File: config.mk
export PLATFORM = sky130hd
export DESIGN_NAME = fifo_uart_tx
export DESIGN_NICKNAME = d
export VERILOG_FILES = /design/src/rtl/fifo_uart_pkg.sv /design/src/rtl/fifo_uart_tx_baud_tick.sv /design/src/rtl/fifo_uart_tx.sv
export SDC_FILE = /design/constraint.sdc
export NUM_CORES = 1
export LEC_CHECK = 0
export CORE_MARGIN = 10
export CORE_UTILIZATION = 40
export CTS_CLUSTER_SIZE = 30
export DETAILED_ROUTE_END_ITERATION = 10
export MAX_ROUTING_LAYER = met4
export PLACE_DENSITY = 0.67
export SLEW_MARGIN = 10
export SYNTH_ARGS = -nofsm -noshare
export SYNTH_HDL_FRONTEND = slang
export SYNTH_SLANG_ARGS = --single-unit
File: constraint.sdc
create_clock -name clk -period 3 [get_ports clk]
set_clock_uncertainty 0.15 [all_clocks]
set_input_delay 0.6 -clock clk [delete_from_list [all_inputs] [get_ports clk]]
set_output_delay 0.6 -clock clk [all_outputs]
set_load 0.02 [all_outputs]
File: src/rtl/fifo_uart_pkg.sv
`default_nettype none
// ============================================================================
// Module  : fifo_uart_pkg
// Brief   : Shared state encoding and frame constants for fifo_uart_tx.
// Revision: 1.0 - initial release
// ============================================================================
package fifo_uart_pkg;

    localparam int DEF_DATA_WIDTH = 8;
    localparam int DEF_STOP_BITS  = 1;
    localparam int FRAME_BITS     = 1 + DEF_DATA_WIDTH + DEF_STOP_BITS;

    typedef enum logic [2:0] {
        IDLE  = 3'd0,
        FETCH = 3'd1,
        START = 3'd2,
        DATA  = 3'd3,
        STOP  = 3'd4
    } state_t;

    // Clock cycles of line activity for one frame at a given divider.
    function automatic int frame_cycles(input int data_width, input int stop_bits,
                                        input int div);
        return (1 + data_width + stop_bits) * (div + 1);
    endfunction

endpackage
`default_nettype wire

File: src/rtl/fifo_uart_tx_baud_tick.sv
`default_nettype none
// ============================================================================
// Module  : uart_baud_tick
// Brief   : Loadable down-counter; tick marks the last cycle of each bit period.
// Revision: 1.0 - initial release
// ============================================================================
module uart_baud_tick #(
    parameter int DIV_WIDTH = 16
) (
    input  logic                 clk,
    input  logic                 rst_n,
    input  logic                 clear,
    input  logic [DIV_WIDTH-1:0] div,
    output logic                 tick
);

    logic [DIV_WIDTH-1:0] r_cnt;

    // Reload on clear and on every terminal count so each period is div+1 cycles.
    always_ff @(posedge clk or negedge rst_n) begin
        if (!rst_n) begin
            r_cnt <= '0;
        end else if (clear || (r_cnt == '0)) begin
            r_cnt <= div;
        end else begin
            r_cnt <= r_cnt - 1'b1;
        end
    end

    assign tick = ~clear & (r_cnt == '0);

endmodule
`default_nettype wire

File: src/rtl/fifo_uart_tx.sv
`default_nettype none
// ============================================================================
// Module  : fifo_uart_tx
// Brief   : Pops bytes from a sync FIFO and sends them as 8N1/8N2 UART frames.
// Revision: 1.0 - initial release
// ============================================================================
module fifo_uart_tx
    import fifo_uart_pkg::*;
#(
    parameter int DATA_WIDTH = 8,
    parameter int DIV_WIDTH  = 16,
    parameter int STOP_BITS  = 1
) (
    input  logic                  clk,
    input  logic                  rst_n,
    input  logic                  enable,
    input  logic [DIV_WIDTH-1:0]  baud_div,
    input  logic [DATA_WIDTH-1:0] fifo_rd_data,
    input  logic                  fifo_empty,
    output logic                  fifo_rd_en,
    output logic                  tx,
    output logic                  busy
);

    localparam int BIT_CNT_W = (DATA_WIDTH > 1) ? $clog2(DATA_WIDTH) : 1;

    state_t                r_state;
    logic                  r_tx;
    logic                  r_busy;
    logic [DATA_WIDTH-1:0] r_shreg;
    logic [DIV_WIDTH-1:0]  r_div_q;
    logic [BIT_CNT_W-1:0]  r_bit_cnt;
    logic                  r_stop_cnt;

    logic                  w_pop;
    logic                  w_tick;
    logic                  w_clear;
    logic [DIV_WIDTH-1:0]  w_div;

    // Gated by rst_n so the pop request vanishes the instant reset asserts.
    assign w_pop      = rst_n & (r_state == IDLE) & enable & ~fifo_empty;
    assign fifo_rd_en = w_pop;
    assign busy       = r_busy | w_pop;
    assign tx         = r_tx;

    // The counter is loaded while FETCH latches baud_div, so bypass div_q then.
    assign w_clear = (r_state == IDLE) || (r_state == FETCH);
    assign w_div   = (r_state == FETCH) ? baud_div : r_div_q;

    uart_baud_tick #(
        .DIV_WIDTH (DIV_WIDTH)
    ) u_baud_tick (
        .clk   (clk),
        .rst_n (rst_n),
        .clear (w_clear),
        .div   (w_div),
        .tick  (w_tick)
    );

    always_ff @(posedge clk or negedge rst_n) begin
        if (!rst_n) begin
            r_state    <= IDLE;
            r_tx       <= 1'b1;
            r_busy     <= 1'b0;
            r_shreg    <= '0;
            r_div_q    <= '0;
            r_bit_cnt  <= '0;
            r_stop_cnt <= 1'b0;
        end else begin
            case (r_state)
                IDLE: begin
                    r_tx <= 1'b1;
                    if (w_pop) begin
                        r_state <= FETCH;
                        r_busy  <= 1'b1;
                    end
                end
                FETCH: begin
                    r_shreg   <= fifo_rd_data;
                    r_div_q   <= baud_div;
                    r_bit_cnt <= '0;
                    r_tx      <= 1'b0;
                    r_state   <= START;
                end
                START: begin
                    if (w_tick) begin
                        r_tx    <= r_shreg[0];
                        r_shreg <= r_shreg >> 1;
                        r_state <= DATA;
                    end
                end
                DATA: begin
                    if (w_tick) begin
                        if (r_bit_cnt == BIT_CNT_W'(DATA_WIDTH - 1)) begin
                            r_tx       <= 1'b1;
                            r_stop_cnt <= 1'b0;
                            r_state    <= STOP;
                        end else begin
                            r_tx      <= r_shreg[0];
                            r_shreg   <= r_shreg >> 1;
                            r_bit_cnt <= r_bit_cnt + 1'b1;
                        end
                    end
                end
                STOP: begin
                    if (w_tick) begin
                        if (r_stop_cnt == 1'(STOP_BITS - 1)) begin
                            r_busy  <= 1'b0;
                            r_state <= IDLE;
                        end else begin
                            r_stop_cnt <= r_stop_cnt + 1'b1;
                        end
                    end
                end
                default: begin
                    r_tx    <= 1'b1;
                    r_busy  <= 1'b0;
                    r_state <= IDLE;
                end
            endcase
        end
    end

endmodule
`default_nettype wire

==> results.toml <==
[grt]
grt_pass1_vias = 1692
grt_pass1_wl_um = 8340
grt.overflow.total = 0
grtUsageTotal = 0.106
antenna_found_initial = 0
grt_max_degree = 49

[setup_path]
r2r-end = "u_baud_tick.r_cnt[9]"
critical_path_depth = 5
critPathTopFamily = "buffers and inverters"
cp-endpoint = "busy"
critPathBufInv = 2
cp_max_fo = 2
crit_path_start_kind = "input port"
regToRegSetupSlack_ps = 590
crit_path_end_kind = "output port"
startpoint = "fifo_empty"
slowest_stage = "clkdlybuf4s50_1"
cp_data_required_time_ps = 2250
crit_path_frequent_cell = "clkdlybuf4s50_1"
reg2regPathDepth = 5
r2r-start = "r_state[1]"
crit_chain = "clkdlybuf4s50_1, nand3b_1, nor4_2, or2_2, clkdlybuf4s50_1"
worst-endpoint-arrival_ps = 2100
critPathKind = "in -> out"
cpPeakStageDelay_ps = 590

[yosys]
synthTopCellsByCount = "47 x dfrtp_1, 22 x mux2_2, 20 x nor2_1"
yosysTopAreaCell = "dfrtp_1"
ys_ff_latch = 48
synth_top_area_frac = 0.484
syn_inst = 207
netlist_area_mm2 = 0.00243
ys_warn_count = 0
syn_avg_cell_area_um2 = 11.7
synth_edf_count = 0
synth_nets = 238
synth.most_common_cell = "dfrtp_1"
synth-async-reset-ratio = 1.00
yosysSeqAreaShare = 0.495
synth_cell_types = 44
ys.flop_type = "dfrtp_1"
synth_area_leaders = "dfrtp_1 48%, mux2_2 10%, mux2_4 6.2%"

[power]
ir_drop_uv = 333
power_density_mw_per_mm2 = 805
power_mw = 2.37
p_leak_nw = 1.24

[cells_and_area]
register_area_mm2 = 0.00120
finalNetCount = 273
fin_util = 0.498
final_cells = 318
multi_input_area_mm2 = 0.00116
syn_to_final_growth_pct = 21.3
num-fill-cells = 512
layout-drive-gt1-share = 0.247
final_area_mm2 = 0.00295
antenna_cells = 0

[timing]
fin_crit_sh = 0.952
period_needed_ps = 2850
finalSetupViolCount = 0
fin_hold_ws_ps = 241
slew_viol_final = 0
max-slew-margin-rel = 0.576
worst_slack_ps = 145
tns_ps = 0
worst_pin_slew_ps = 635
rsz0062_at_grt = "false"
fmax_mhz = 350
hold_viol_final = 0

[cts]
clock_latency_ps = 300
path_clk_slew_ps = 90
clock-sinks = 48
h-tree-depth = 2
cts_buffer_depth = 2
tritoncts = "done"
cts_hold_buf = 0
numCtsBuffers = 5
cts_root_buf = "clkbuf_8"

[job]
cap_viol_max_count = 0

[die]
initial_core_util = 0.411
ioPinCount = 31
die_h_um = 98.0
die_area_mm2 = 0.00960
die_w_um = 98.0
core_area_mm2 = 0.00592
rows = 28

[place]
gp_congestion = 0.752
place_area_mm2 = 0.00283
numPlacedInstances = 310
port_buffers = 30
pre_cts_ws_ps = 54.8
dpl.hpwl_um = 3260

[detailed_routing]
ant_nets = 0
num_vias = 1621
drt_iter0_drc = 48
avgRoutedWirePerCell_um = 14.4
drc = 0
wl_um = 4570
drtPass1Iterations = 4
viasPerCell = 5.10

[min_path]
min_path_type = "in -> async"

[status]
outcome = "finished, final reports clean"
## kinds of logic after synthesis
kind of cell | share of synthesized area
DFF | 0.495
and+or+nand+nor | 0.156
adders and majority gates | 0.0154
AOI/OAI and AO/OA | 0.0875
muxes | 0.164
xor gates and xnor gates | 0.0504
buffers and inverters | 0.0319
## power by group
part	switching (mW)	internal (mW)
Sequential	0.194	0.917
Clock	0.226	0.251
Combinational	0.316	0.468
Total	0.736	1.64
## registers in the layout (all words and copies together) (netlist names)
signal and cells:
r_busy 1, r_state 3, tx 1, r_shreg 8, r_bit_cnt 3, u_baud_tick.r_cnt 16
r_div_q 16
## placed cells by master (no fill, tap or decap), types with 5 or more instances in the layout
cell type and n:
nand2_1 9, clkbuf_8 5, nor2_1 20, buf_4 8, mux2_2 22, dfrtp_1 47
o211ai_1 5, o22a_1 7, xnor2_1 11, a21oi_1 8, nor3_1 7, inv_1 6
clkdlybuf4s50_1 29, mux2_4 10
## worst min-delay path by stage
stage	endpoint	slack, ps	depth (start not counted)
4_1_cts	r_shreg[0]	270	2
3_5_place_dp	r_div_q[0]	330	1
2_1_floorplan	r_bit_cnt[0]	150	0
5_1_grt	r_state[1]	280	2
3_3_place_gp	r_div_q[12]	330	1
6_report	r_bit_cnt[0]	240	2
## metal layers
layer,vias up,part of all wire,GRT usage
met5,-,0,-
met4,0,0.011,0.0324
met3,6,0.037,0.0310
met2,28,0.46,0.157
met1,780,0.49,0.134
li1,807,-,-
## layout make-up
class	instances	share of cell area
sequential	48	0.408
multi-input combinational	143	0.393
timing repair buffer	38	0.121
tap	75	0.0318
clock buffer	5	0.0233
clock inverter	3	0.0161
inverter	6	0.00764
## timing repair
item / CTS / global route
resized for setup: 0 / 1
setup endpoints to repair: 0 / 1
endpoints found under the hold margin: 0 / 0
buffers inserted: 0 / 0
Power figures use the tool's default switching activity.
